`src/rtl/control_unit_pkg.sv`:
```
// ------------------------------------------------------------------
// cpu_ctrl_pkg : shared encodings and the idle control vector
// rev 1.0
// ------------------------------------------------------------------
`default_nettype none

package cpu_ctrl_pkg;

  localparam logic [5:0] c_op_bra  = 6'h00;
  localparam logic [5:0] c_op_bne  = 6'h01;
  localparam logic [5:0] c_op_beq  = 6'h02;
  localparam logic [5:0] c_op_movl = 6'h03;
  localparam logic [5:0] c_op_add  = 6'h04;
  localparam logic [5:0] c_op_sub  = 6'h05;
  localparam logic [5:0] c_op_and  = 6'h06;
  localparam logic [5:0] c_op_ld   = 6'h07;
  localparam logic [5:0] c_op_st   = 6'h08;

  localparam logic [4:0] c_alu_passa = 5'b00000;
  localparam logic [4:0] c_alu_add   = 5'b00100;
  localparam logic [4:0] c_alu_sub   = 5'b00110;
  localparam logic [4:0] c_alu_and   = 5'b00111;

  localparam logic [2:0] c_rf_fun_load   = 3'b010;
  localparam logic [1:0] c_arf_fun_load  = 2'b10;
  localparam logic [1:0] c_arf_fun_inc   = 2'b01;
  localparam logic [1:0] c_dr_fun_clr_ll = 2'b01;

  localparam logic [1:0] c_arf_out_pc = 2'b00;
  localparam logic [1:0] c_arf_out_ar = 2'b10;
  localparam logic [2:0] c_arf_reg_pc = 3'b100;

  localparam logic [1:0] c_muxa_alu = 2'b00;
  localparam logic [1:0] c_muxa_dr  = 2'b10;
  localparam logic [1:0] c_muxa_imm = 2'b11;
  localparam logic [1:0] c_muxb_imm = 2'b11;
  localparam logic [1:0] c_muxc_alu = 2'b00;

  typedef enum logic [3:0] {
    ST_T0 = 4'b0001,
    ST_T1 = 4'b0010,
    ST_T2 = 4'b0100,
    ST_T3 = 4'b1000
  } seq_state_t;

  typedef struct packed {
    logic       alu_wf;
    logic [4:0] alu_fun_sel;
    logic [2:0] rf_out_a_sel;
    logic [2:0] rf_out_b_sel;
    logic [2:0] rf_fun_sel;
    logic [3:0] rf_reg_sel;
    logic [3:0] rf_scr_sel;
    logic [1:0] arf_out_c_sel;
    logic [1:0] arf_out_d_sel;
    logic [1:0] arf_fun_sel;
    logic [2:0] arf_reg_sel;
    logic       ir_write;
    logic       ir_lh;
    logic       mem_cs;
    logic       mem_wr;
    logic       dr_e;
    logic [1:0] dr_fun_sel;
    logic [1:0] mux_a_sel;
    logic [1:0] mux_b_sel;
    logic [1:0] mux_c_sel;
    logic       mux_d_sel;
  } ctrl_t;

  // Chip select is active-low, so the idle vector is not all zeros.
  localparam ctrl_t c_idle = '{mem_cs: 1'b1, default: '0};

  // Register-file write enable for R1..R4, R1 on bit 3.
  function automatic logic [3:0] rf_onehot(input logic [1:0] sel);
    return 4'b1000 >> sel;
  endfunction

endpackage

`default_nettype wire

```
`src/rtl/control_unit_if.sv`:
```
// ------------------------------------------------------------------
// control_unit_if : control unit <-> datapath signal bundle
// rev 1.0
// ------------------------------------------------------------------
`default_nettype none

interface control_unit_if;
  logic [15:0] IROut;
  logic [3:0]  Flags;
  logic [3:0]  T;
  logic        ALU_WF;
  logic [4:0]  ALU_FunSel;
  logic [2:0]  RF_OutASel;
  logic [2:0]  RF_OutBSel;
  logic [2:0]  RF_FunSel;
  logic [3:0]  RF_RegSel;
  logic [3:0]  RF_ScrSel;
  logic [1:0]  ARF_OutCSel;
  logic [1:0]  ARF_OutDSel;
  logic [1:0]  ARF_FunSel;
  logic [2:0]  ARF_RegSel;
  logic        IR_Write;
  logic        IR_LH;
  logic        Mem_CS;
  logic        Mem_WR;
  logic        DR_E;
  logic [1:0]  DR_FunSel;
  logic [1:0]  MuxASel;
  logic [1:0]  MuxBSel;
  logic [1:0]  MuxCSel;
  logic        MuxDSel;

  modport master (
    input  IROut, Flags,
    output T, ALU_WF, ALU_FunSel, RF_OutASel, RF_OutBSel, RF_FunSel,
           RF_RegSel, RF_ScrSel, ARF_OutCSel, ARF_OutDSel, ARF_FunSel,
           ARF_RegSel, IR_Write, IR_LH, Mem_CS, Mem_WR, DR_E, DR_FunSel,
           MuxASel, MuxBSel, MuxCSel, MuxDSel
  );

  modport slave (
    output IROut, Flags,
    input  T, ALU_WF, ALU_FunSel, RF_OutASel, RF_OutBSel, RF_FunSel,
           RF_RegSel, RF_ScrSel, ARF_OutCSel, ARF_OutDSel, ARF_FunSel,
           ARF_RegSel, IR_Write, IR_LH, Mem_CS, Mem_WR, DR_E, DR_FunSel,
           MuxASel, MuxBSel, MuxCSel, MuxDSel
  );
endinterface

`default_nettype wire

```
`src/rtl/control_unit_sequence_counter.sv`:
```
// ------------------------------------------------------------------
// sequence_counter : one-hot T0..T3 timing register with clear/advance
// rev 1.0
// ------------------------------------------------------------------
`default_nettype none

module sequence_counter
  import cpu_ctrl_pkg::*;
(
  input  wire        clk,
  input  wire        rst,
  input  wire        i_clr,
  input  wire        i_adv,
  output seq_state_t o_t
);

  seq_state_t r_state;
  seq_state_t w_next;

  always_ff @(posedge clk) begin
    if (rst) r_state <= ST_T0;
    else     r_state <= w_next;
  end

  // Any value outside the four one-hot codes lands in default and recovers to T0.
  always_comb begin
    w_next = ST_T0;
    if (!i_clr) begin
      case (r_state)
        ST_T0:   w_next = i_adv ? ST_T1 : ST_T0;
        ST_T1:   w_next = i_adv ? ST_T2 : ST_T1;
        ST_T2:   w_next = i_adv ? ST_T3 : ST_T2;
        ST_T3:   w_next = i_adv ? ST_T0 : ST_T3;
        default: w_next = ST_T0;
      endcase
    end
  end

  assign o_t = r_state;

endmodule

`default_nettype wire

```
`src/rtl/control_unit.sv`:
```
// ------------------------------------------------------------------
// control_unit : hardwired fetch/decode/execute control for the datapath
// rev 1.0
// ------------------------------------------------------------------
`default_nettype none

module control_unit
  import cpu_ctrl_pkg::*;
(
  input  wire            Clock,
  input  wire            Reset,
  control_unit_if.master bus
);

  seq_state_t w_state;
  ctrl_t      w_ctrl;
  logic       w_end;
  logic [5:0] w_opcode;
  logic [1:0] w_rsel;
  logic [2:0] w_dst;
  logic [2:0] w_s1;
  logic [2:0] w_s2;
  logic       w_regs_ok;
  logic       w_zero;
  logic       w_unused;

  assign w_opcode  = bus.IROut[15:10];
  assign w_rsel    = bus.IROut[9:8];
  assign w_dst     = bus.IROut[8:6];
  assign w_s1      = bus.IROut[5:3];
  assign w_s2      = bus.IROut[2:0];
  assign w_regs_ok = w_dst[2] & w_s1[2] & w_s2[2];
  assign w_zero    = bus.Flags[3];
  assign w_unused  = ^bus.Flags[2:0];

  assign w_end = ((w_state == ST_T2) && (w_opcode != c_op_ld)) || (w_state == ST_T3);

  sequence_counter u_seq (
    .clk   (Clock),
    .rst   (Reset),
    .i_clr (w_end),
    .i_adv (1'b1),
    .o_t   (w_state)
  );

  always_comb begin
    w_ctrl = c_idle;
    if (!Reset) begin
      case (w_state)
        ST_T0, ST_T1: begin
          w_ctrl.arf_out_d_sel = c_arf_out_pc;
          w_ctrl.mem_cs        = 1'b0;
          w_ctrl.ir_write      = 1'b1;
          w_ctrl.ir_lh         = (w_state == ST_T1);
          w_ctrl.arf_reg_sel   = c_arf_reg_pc;
          w_ctrl.arf_fun_sel   = c_arf_fun_inc;
        end
        ST_T2: begin
          case (w_opcode)
            c_op_bra, c_op_bne, c_op_beq: begin
              if ((w_opcode == c_op_bra) ||
                  ((w_opcode == c_op_bne) && !w_zero) ||
                  ((w_opcode == c_op_beq) && w_zero)) begin
                w_ctrl.mux_b_sel   = c_muxb_imm;
                w_ctrl.arf_reg_sel = c_arf_reg_pc;
                w_ctrl.arf_fun_sel = c_arf_fun_load;
              end
            end
            c_op_movl: begin
              w_ctrl.mux_a_sel  = c_muxa_imm;
              w_ctrl.rf_reg_sel = rf_onehot(w_rsel);
              w_ctrl.rf_fun_sel = c_rf_fun_load;
            end
            c_op_add, c_op_sub, c_op_and: begin
              if (w_regs_ok) begin
                w_ctrl.rf_out_a_sel = {1'b0, w_s1[1:0]};
                w_ctrl.rf_out_b_sel = {1'b0, w_s2[1:0]};
                w_ctrl.mux_d_sel    = 1'b0;
                w_ctrl.alu_fun_sel  = (w_opcode == c_op_add) ? c_alu_add :
                                      (w_opcode == c_op_sub) ? c_alu_sub : c_alu_and;
                w_ctrl.alu_wf       = 1'b1;
                w_ctrl.mux_a_sel    = c_muxa_alu;
                w_ctrl.rf_reg_sel   = rf_onehot(w_dst[1:0]);
                w_ctrl.rf_fun_sel   = c_rf_fun_load;
              end
            end
            c_op_ld: begin
              w_ctrl.arf_out_d_sel = c_arf_out_ar;
              w_ctrl.mem_cs        = 1'b0;
              w_ctrl.dr_e          = 1'b1;
              w_ctrl.dr_fun_sel    = c_dr_fun_clr_ll;
            end
            c_op_st: begin
              w_ctrl.rf_out_a_sel  = {1'b0, w_rsel};
              w_ctrl.mux_d_sel     = 1'b0;
              w_ctrl.alu_fun_sel   = c_alu_passa;
              w_ctrl.mux_c_sel     = c_muxc_alu;
              w_ctrl.arf_out_d_sel = c_arf_out_ar;
              w_ctrl.mem_cs        = 1'b0;
              w_ctrl.mem_wr        = 1'b1;
            end
            default: w_ctrl = c_idle;
          endcase
        end
        ST_T3: begin
          // Second half of LD: write the fetched data register into Rx.
          if (w_opcode == c_op_ld) begin
            w_ctrl.mux_a_sel  = c_muxa_dr;
            w_ctrl.rf_reg_sel = rf_onehot(w_rsel);
            w_ctrl.rf_fun_sel = c_rf_fun_load;
          end
        end
        default: w_ctrl = c_idle;
      endcase
    end
  end

  assign bus.T           = w_state;
  assign bus.ALU_WF      = w_ctrl.alu_wf;
  assign bus.ALU_FunSel  = w_ctrl.alu_fun_sel;
  assign bus.RF_OutASel  = w_ctrl.rf_out_a_sel;
  assign bus.RF_OutBSel  = w_ctrl.rf_out_b_sel;
  assign bus.RF_FunSel   = w_ctrl.rf_fun_sel;
  assign bus.RF_RegSel   = w_ctrl.rf_reg_sel;
  assign bus.RF_ScrSel   = w_ctrl.rf_scr_sel;
  assign bus.ARF_OutCSel = w_ctrl.arf_out_c_sel;
  assign bus.ARF_OutDSel = w_ctrl.arf_out_d_sel;
  assign bus.ARF_FunSel  = w_ctrl.arf_fun_sel;
  assign bus.ARF_RegSel  = w_ctrl.arf_reg_sel;
  assign bus.IR_Write    = w_ctrl.ir_write;
  assign bus.IR_LH       = w_ctrl.ir_lh;
  assign bus.Mem_CS      = w_ctrl.mem_cs;
  assign bus.Mem_WR      = w_ctrl.mem_wr;
  assign bus.DR_E        = w_ctrl.dr_e;
  assign bus.DR_FunSel   = w_ctrl.dr_fun_sel;
  assign bus.MuxASel     = w_ctrl.mux_a_sel;
  assign bus.MuxBSel     = w_ctrl.mux_b_sel;
  assign bus.MuxCSel     = w_ctrl.mux_c_sel;
  assign bus.MuxDSel     = w_ctrl.mux_d_sel;

endmodule

`default_nettype wire

```
`src/flat_wrapper.sv`:
```
// flat-port wrapper written by rule: the top's interface ports become plain ports
module control_unit_flat import cpu_ctrl_pkg::*;
  (Clock, Reset, bus_IROut, bus_Flags, bus_T, bus_ALU_WF, bus_ALU_FunSel, bus_RF_OutASel, bus_RF_OutBSel, bus_RF_FunSel, bus_RF_RegSel, bus_RF_ScrSel, bus_ARF_OutCSel, bus_ARF_OutDSel, bus_ARF_FunSel, bus_ARF_RegSel, bus_IR_Write, bus_IR_LH, bus_Mem_CS, bus_Mem_WR, bus_DR_E, bus_DR_FunSel, bus_MuxASel, bus_MuxBSel, bus_MuxCSel, bus_MuxDSel);
  control_unit_if bus_i ();
  input  wire Clock;
  input  wire Reset;
  input wire logic [$bits(bus_i.IROut)-1:0] bus_IROut;
  input wire logic [$bits(bus_i.Flags)-1:0] bus_Flags;
  output wire logic [$bits(bus_i.T)-1:0] bus_T;
  output wire logic [$bits(bus_i.ALU_WF)-1:0] bus_ALU_WF;
  output wire logic [$bits(bus_i.ALU_FunSel)-1:0] bus_ALU_FunSel;
  output wire logic [$bits(bus_i.RF_OutASel)-1:0] bus_RF_OutASel;
  output wire logic [$bits(bus_i.RF_OutBSel)-1:0] bus_RF_OutBSel;
  output wire logic [$bits(bus_i.RF_FunSel)-1:0] bus_RF_FunSel;
  output wire logic [$bits(bus_i.RF_RegSel)-1:0] bus_RF_RegSel;
  output wire logic [$bits(bus_i.RF_ScrSel)-1:0] bus_RF_ScrSel;
  output wire logic [$bits(bus_i.ARF_OutCSel)-1:0] bus_ARF_OutCSel;
  output wire logic [$bits(bus_i.ARF_OutDSel)-1:0] bus_ARF_OutDSel;
  output wire logic [$bits(bus_i.ARF_FunSel)-1:0] bus_ARF_FunSel;
  output wire logic [$bits(bus_i.ARF_RegSel)-1:0] bus_ARF_RegSel;
  output wire logic [$bits(bus_i.IR_Write)-1:0] bus_IR_Write;
  output wire logic [$bits(bus_i.IR_LH)-1:0] bus_IR_LH;
  output wire logic [$bits(bus_i.Mem_CS)-1:0] bus_Mem_CS;
  output wire logic [$bits(bus_i.Mem_WR)-1:0] bus_Mem_WR;
  output wire logic [$bits(bus_i.DR_E)-1:0] bus_DR_E;
  output wire logic [$bits(bus_i.DR_FunSel)-1:0] bus_DR_FunSel;
  output wire logic [$bits(bus_i.MuxASel)-1:0] bus_MuxASel;
  output wire logic [$bits(bus_i.MuxBSel)-1:0] bus_MuxBSel;
  output wire logic [$bits(bus_i.MuxCSel)-1:0] bus_MuxCSel;
  output wire logic [$bits(bus_i.MuxDSel)-1:0] bus_MuxDSel;
  assign bus_i.IROut = bus_IROut;
  assign bus_i.Flags = bus_Flags;
  assign bus_T = bus_i.T;
  assign bus_ALU_WF = bus_i.ALU_WF;
  assign bus_ALU_FunSel = bus_i.ALU_FunSel;
  assign bus_RF_OutASel = bus_i.RF_OutASel;
  assign bus_RF_OutBSel = bus_i.RF_OutBSel;
  assign bus_RF_FunSel = bus_i.RF_FunSel;
  assign bus_RF_RegSel = bus_i.RF_RegSel;
  assign bus_RF_ScrSel = bus_i.RF_ScrSel;
  assign bus_ARF_OutCSel = bus_i.ARF_OutCSel;
  assign bus_ARF_OutDSel = bus_i.ARF_OutDSel;
  assign bus_ARF_FunSel = bus_i.ARF_FunSel;
  assign bus_ARF_RegSel = bus_i.ARF_RegSel;
  assign bus_IR_Write = bus_i.IR_Write;
  assign bus_IR_LH = bus_i.IR_LH;
  assign bus_Mem_CS = bus_i.Mem_CS;
  assign bus_Mem_WR = bus_i.Mem_WR;
  assign bus_DR_E = bus_i.DR_E;
  assign bus_DR_FunSel = bus_i.DR_FunSel;
  assign bus_MuxASel = bus_i.MuxASel;
  assign bus_MuxBSel = bus_i.MuxBSel;
  assign bus_MuxCSel = bus_i.MuxCSel;
  assign bus_MuxDSel = bus_i.MuxDSel;
  control_unit u_core (.Clock(Clock), .Reset(Reset), .bus(bus_i));
endmodule
```
`config.mk`:
```
export PLATFORM = sky130hd
export DESIGN_NAME = control_unit_flat
export DESIGN_NICKNAME = d
export VERILOG_FILES = /design/src/rtl/control_unit_pkg.sv /design/src/rtl/control_unit_if.sv /design/src/rtl/control_unit_sequence_counter.sv /design/src/rtl/control_unit.sv /design/src/flat_wrapper.sv
export SDC_FILE = /design/constraint.sdc
export NUM_CORES = 1
export LEC_CHECK = 0
export BUFFER_PORTS_ARGS = -buffer_cell sky130_fd_sc_hd__buf_2
export CORE_MARGIN = 10
export CORE_UTILIZATION = 38
export DETAILED_ROUTE_END_ITERATION = 8
export GPL_ROUTABILITY_DRIVEN = 1
export PLACE_DENSITY_LB_ADDON = 0.2
export RECOVER_POWER = 100
export SLEW_MARGIN = 20
export SYNTH_ARGS = -nofsm -noshare
export SYNTH_HDL_FRONTEND = slang
export SYNTH_SLANG_ARGS = --single-unit
```
`constraint.sdc`:
```
create_clock -name Clock -period 4.1 [get_ports Clock]
set_clock_uncertainty 0.05 [all_clocks]
set_input_delay 0.615 -clock Clock [delete_from_list [all_inputs] [get_ports Clock]]
set_output_delay 0.615 -clock Clock [all_outputs]
set_load 0.01 [all_outputs]
```
==> results.json, run 1 <==
{
  "design.core.area_mm2": 0.00176,
  "antenna_violations_before_repair": 0,
  "beginning_of_the_worst_register_to_register_path": "u_core.u_seq.o_t[2]",
  "max_cap_viols": 0,
  "timing.critical_path.slowest_cell_delay_ns": 0.67,
  "gr-usage-all-layers": 0.109,
  "worstSkewPairLatency_ns": 0.23,
  "slew_violations": 0,
  "post_cts_repair_timing_setup_buffer_count": 0,
  "tritoncts": "yes",
  "reg2reg_depth": 3,
  "hold_wc_path_type": "reg2reg",
  "global_route_wire_length_before_repair_um": 3720,
  "period_needed_ns": 3.39,
  "drt_via_density": 4.75,
  "initial_utilization": 0.408,
  "cts-htree-levels": 1,
  "drc": 0,
  "cts_clk_pin_slew_worst_paths_ns": 0.03,
  "worstPathBufferInverterCount": 2,
  "critical_path.top_delay_family": "simple AND/OR/NAND/NOR gates",
  "route.antenna.remaining_nets": 0,
  "report.final.setup_viol": 0,
  "path_max_fanout": 10,
  "cts.root.buffer_cell": "clkbuf_4",
  "detailedRoute.firstPassIterationCount": 4,
  "gr-total-overflow": 0,
  "holdCritStartpoint": "u_core.u_seq.o_t[0]",
  "standard_cell_with_the_maximum_stage_delay_on_the_critical_path": "nor3_1",
  "synth_top_cell_area_share": 0.240,
  "synth.avg_cell_area_um2": 6.79,
  "yosys_register_bits": 4,
  "library_cell_with_the_largest_summed_area_after_synthesis": "buf_4",
  "pin_count_of_the_biggest_net_entering_global_routing": 15,
  "synthesis.instances": 106,
  "overall_die_height_um": 63.5,
  "setup_ws_ns": 0.713,
  "worst_hold_path.num_cells": 2,
  "layout_common_cells": "31 x clkbuf_1, 19 x conb_1, 18 x buf_2",
  "nNetsFinal": 174,
  "die_width_um": 63.5,
  "dp_slack_ns": 0.957,
  "p_clk_frac": 0.311,
  "vdd_ir_drop_max_mv": 0.138,
  "fraction_of_registers_with_async_set_or_reset_after_synthesis": 0,
  "pwr-share-comb": 0.384,
  "status": "finished clean",
  "cp_data_arrival_time_ns": 2.72,
  "synth_ff_type": "dfxtp_1",
  "critical_path_cell_count": 6,
  "first_global_vias": 840,
  "layout.cells.most_common": "clkbuf_1",
  "max-clock-path-buffers": 2,
  "power_per_cell_area_mw_per_mm2": 179,
  "worst_slew_pin_slew_ns": 0.750,
  "routed_wire_length_per_instance_um": 13.8,
  "critical_path.startpoint": "bus_IROut[12]",
  "floorplan.io_pins": 72,
  "crit_path_frequent_cell": "clkbuf_1",
  "cts_hold_fix_bufs": 0,
  "crit_path_start_kind": "input port",
  "multi_input_comb_area_um2": 495,
  "synth_cell_type_count": 31,
  "relative_max_transition_margin": 0.496,
  "p_switching_uw": 56.1,
  "totalNegativeSetupSlack_ns": 0,
  "yosys_warnings": 0,
  "synth.yosys.seq_area_share": 0.111,
  "final.period_utilization": 0.826,
  "dp_hpwl_um": 2060,
  "detail_route.wirelength_um": 2410,
  "intPower_uw": 95.7,
  "unrepaired_setup_endpoints_after_global_routing": "false",
  "drive_above_1_share": 0.167,
  "synth_top_cells_by_area": "buf_4 24%, dfxtp_1 11%, nor2_1 7.8%",
  "place_congestion": 0.733,
  "die_area_mm2": 0.00403,
  "area_delta_synth_final_pct": 17.7,
  "drtIter0Drc": 25,
  "clock_sinks": 4,
  "power_switching_share": 0.370,
  "crit_path_cell_trace": "clkbuf_1 > or4b_1 > nor3_1 > a32oi_1 > o32ai_1 > clkbuf_1",
  "finalHoldViolCount": 0,
  "fillers": 220,
  "synth_edf_count": 0,
  "timing_worst_setup_path_type": "in2out",
  "crit_required_ns": 3.43,
  "endpoint_kind": "output pin",
  "vias": 832,
  "cts_resized": 0,
  "seq_power_share": 0.305,
  "n_antenna_cell": 0,
  "final-seq-area_um2": 80.1,
  "max_ffs_per_register": 4,
  "count_of_buffers_inserted_at_the_top_level_ports": 49,
  "post_synth_instance_area_um2": 719,
  "fp-row-count": 15,
  "cellLeakagePower_nw": 0.354,
  "cts-buffers-inserted": 3,
  "max_freq_mhz": 295
}
## power groups by stage
stage / combinational (mW) / sequential [mW] / clock [mW]
global placement: 0.0598 / 0.0466 / 0
CTS: 0.0610 / 0.0464 / 0.0499
finish: 0.0583 / 0.0464 / 0.0472
floorplan: 0.0503 / 0.0477 / 0
detailed placement: 0.0606 / 0.0469 / 0
global route: 0.0657 / 0.0472 / 0.0532
## cells in the mapped netlist, types with 2 or more instances
master	instances
buf_4	23
o21ai_0	2
or3_1	6
dfxtp_1	4
inv_1	3
nand2_1	5
nand2b_1	4
nor4_1	5
nand3_1	2
nor3_1	5
a21oi_1	4
nor2_1	15
or2_2	2
o32ai_1	3
or4b_4	2
a22oi_1	2
a32oi_1	2
and3_1	4
## worst min-delay path, stage by stage, from the launching register on
cell	delay, ns
dfxtp_1	0.33
nand2b_1	0.12
nor2_1	0.04
## final timing paths
kind / end / slack, ns
max reg2reg: u_core.u_seq.o_t[3] / 2.50
min reg2reg: u_core.u_seq.o_t[1] / 0.49
max: bus_RF_RegSel[1] / 0.71
min: u_core.u_seq.o_t[1] / 0.49
## cell type report
class,count,share of cell area
multi-input cells,91,0.585
repair buffers,49,0.244
flip-flops and latches,4,0.0945
well taps,25,0.0369
clock buffers,3,0.0266
inverters,3,0.0133
## per-layer routing
metal,GRT usage,share of wire
met1,0.113,0.45
met2,0.193,0.48
met3,0.0442,0.069
met4,0.0328,0
met5,0,0
## cells by family (layout without fill, tap and decap cells)
kind of cell,count (synthesis),in the layout,share of synthesized area
buf+inv,29,55,0.283
other cells,1,19,0.00521
xor+xnor,1,1,0.0122
mux,1,1,0.0157
compound gates,16,16,0.158
flops,4,4,0.111
simple gates,54,54,0.414
## per-stage QoR
stage	instance area [um^2]	hold slack [ns]	power, mW	utilization	instances
after global placement	871	0.470	0.106	0.494	172
final	847	0.493	0.152	0.480	175
after floorplan	787	0.488	0.0980	-	124
after CTS	893	0.498	0.157	0.506	175
after global routing	847	0.539	0.166	0.480	175
after detailed placement	871	0.491	0.107	0.494	172
(Power assumes the default switching activity.)
==> run 2, diff against run 1 <==
--- a/config.mk
+++ b/config.mk
@@ -7,7 +7,7 @@
 export LEC_CHECK = 0
 export BUFFER_PORTS_ARGS = -buffer_cell sky130_fd_sc_hd__buf_2
 export CORE_MARGIN = 10
-export CORE_UTILIZATION = 38
+export CORE_UTILIZATION = 32
 export DETAILED_ROUTE_END_ITERATION = 8
 export GPL_ROUTABILITY_DRIVEN = 1
 export PLACE_DENSITY_LB_ADDON = 0.2
==> constraint.sdc (replaced) <==
create_clock -name Clock -period 2.72 [get_ports Clock]
set_clock_uncertainty 0.05 [all_clocks]
set_input_delay 0.408 -clock Clock [delete_from_list [all_inputs] [get_ports Clock]]
set_output_delay 0.408 -clock Clock [all_outputs]
set_load 0.01 [all_outputs]
==> run 2 against run 1 <==
  * Critical path depth shrank 1
  * Worst setup slack lost 0.58 ns
  * Via count grew 0.72%
==> results.json, run 2 (synthesis results as in run 1) <==
{
  "status": "finished clean",
  "timing_worst_setup_path_type": "reg2out",
  "gr-usage-all-layers": 0.0959,
  "fillers": 268,
  "hold_wc_path_type": "in2reg",
  "max-clock-path-buffers": 2,
  "tritoncts": "yes",
  "vias": 838,
  "global_route_wire_length_before_repair_um": 3610,
  "cts-buffers-inserted": 3,
  "overall_die_height_um": 67.4,
  "detail_route.wirelength_um": 2390,
  "path_max_fanout": 7,
  "nNetsFinal": 179,
  "clock_sinks": 4,
  "crit_path_start_kind": "flip-flop",
  "dp.cells": 180,
  "fp-row-count": 17,
  "drt_via_density": 4.58,
  "layout.cells.most_common": "buf_2",
  "totalNegativeSetupSlack_ns": 0,
  "cts.root.buffer_cell": "clkbuf_4",
  "endpoint_kind": "output pin",
  "crit_path_cell_trace": "or3b_4 > or3_4 > or3_1 > o32ai_1 > clkbuf_2",
  "final_design_area_no_fill_um2": 915,
  "grt_use_met2": 0.160,
  "drive_above_1_share": 0.284,
  "cts_clk_pin_slew_worst_paths_ns": 0.04,
  "cts-htree-levels": 1,
  "die_width_um": 67.4,
  "top_usage_layer": "met2",
  "standard_cell_with_the_maximum_stage_delay_on_the_critical_path": "or3_1",
  "count_of_buffers_inserted_at_the_top_level_ports": 49,
  "drc": 0,
  "unrepaired_setup_endpoints_after_global_routing": "false",
  "design.core.area_mm2": 0.00217,
  "worstSkewPairLatency_ns": 0.23,
  "final-seq-area_um2": 81.3,
  "gr-total-overflow": 0,
  "cellLeakagePower_nw": 0.417,
  "slew_violations": 0,
  "finalHoldViolCount": 0,
  "finalPower_uw": 231,
  "max_ffs_per_register": 4,
  "power_per_cell_area_mw_per_mm2": 252,
  "detailedRoute.firstPassIterationCount": 4,
  "area_delta_synth_final_pct": 27.1,
  "post_cts_repair_timing_setup_buffer_count": 0,
  "final.period_utilization": 0.951,
  "setup_ws_ns": 0.133,
  "post_dp_cell_area_um2": 912,
  "vdd_ir_drop_max_mv": 0.211,
  "dp_slack_ns": 0.160,
  "grtUsageMet3": 0.0545,
  "n_antenna_cell": 0,
  "grt.met1_usage": 0.106,
  "die_area_mm2": 0.00454,
  "routed_wire_length_per_instance_um": 13.1,
  "first_global_vias": 842,
  "cp_data_arrival_time_ns": 2.13,
  "period_needed_ns": 2.59,
  "report.final.setup_viol": 0,
  "max_freq_mhz": 387,
  "layout_common_cells": "24 x buf_2, 23 x clkbuf_1, 19 x conb_1",
  "route.antenna.remaining_nets": 0,
  "cts_hold_fix_bufs": 0,
  "crit_required_ns": 2.26,
  "dp_hpwl_um": 2130,
  "timing.critical_path.slowest_cell_delay_ns": 0.43,
  "pin_count_of_the_biggest_net_entering_global_routing": 10,
  "place_congestion": 0.735,
  "max_cap_viols": 0,
  "multi_input_comb_area_um2": 515,
  "drtIter0Drc": 21,
  "initial_utilization": 0.332,
  "instances_no_fill": 183,
  "floorplan.io_pins": 72,
  "antenna_violations_before_repair": 0
}
==> run 2: cell count changes in the layout (fill, tap and decap cells not counted), moves of 2 or more <==
cell / change
clkbuf_1: -8
buf_2: +6
clkbuf_2: +4
buf_4: +2
or4b_1: -2
or4b_4: +2
==> run 2: cell type report <==
class                      instances  share of cell area
clock buffer                       3              0.0246
inverter                           3              0.0123
tap                               28              0.0383
multi-input combinational         91               0.564
timing repair buffer              54               0.272
sequential                         4              0.0889
==> run 2: through the flow <==
| step | hold WS [ns] | util |
|---|---|---|
| floorplan | 0.455 | - |
| finish | 0.378 | 0.422 |
| global placement | 0.474 | 0.420 |
| global route | 0.393 | 0.422 |
| CTS | 0.371 | 0.433 |
| detailed placement | 0.486 | 0.420 |
==> run 2: critical path, delay by kind of cell (launching register included) <==
| family | cells | cell delay [ns] |
|---|---|---|
| compound gates | 1 | 0.15 |
| buf+inv | 1 | 0.19 |
| flops | 1 | 0.35 |
| simple gates | 3 | 1.22 |
==> run 2: path summary, 6_finish.rpt <==
path,startpoint,to,slack (ns),cells after the start
min reg2reg,u_core.u_seq.o_t[0],u_core.u_seq.o_t[1],0.49,2
max reg2reg,u_core.u_seq.o_t[2],u_core.u_seq.o_t[3],1.19,4
max,u_core.u_seq.o_t[2],bus_RF_RegSel[2],0.13,5
min,Reset,u_core.u_seq.o_t[0],0.38,3
==> run 2: repair_timing <==
item | 4_1_cts | 5_1_grt
cloned | 0 | 0
gates resized for setup | 1 | 3
endpoints found under the setup margin | 4 | 8
pin swaps | 0 | 0
==> run 2: where the power goes <==
| group | internal, mW | leakage (nW) | total [mW] | switching [mW] |
|---|---|---|---|---|
| combinational | 0.0327 | 0.370 | 0.0905 | 0.0578 |
| sequential | 0.0644 | 0.0333 | 0.0702 | 0.00582 |
| clock | 0.0491 | 0.0138 | 0.0700 | 0.0208 |
==> run 2: layer usage <==
metal	up-vias	part of all wire
li1	437	-
met2	42	0.43
met1	359	0.42
met4	0	0
met3	0	0.14
met5	-	0
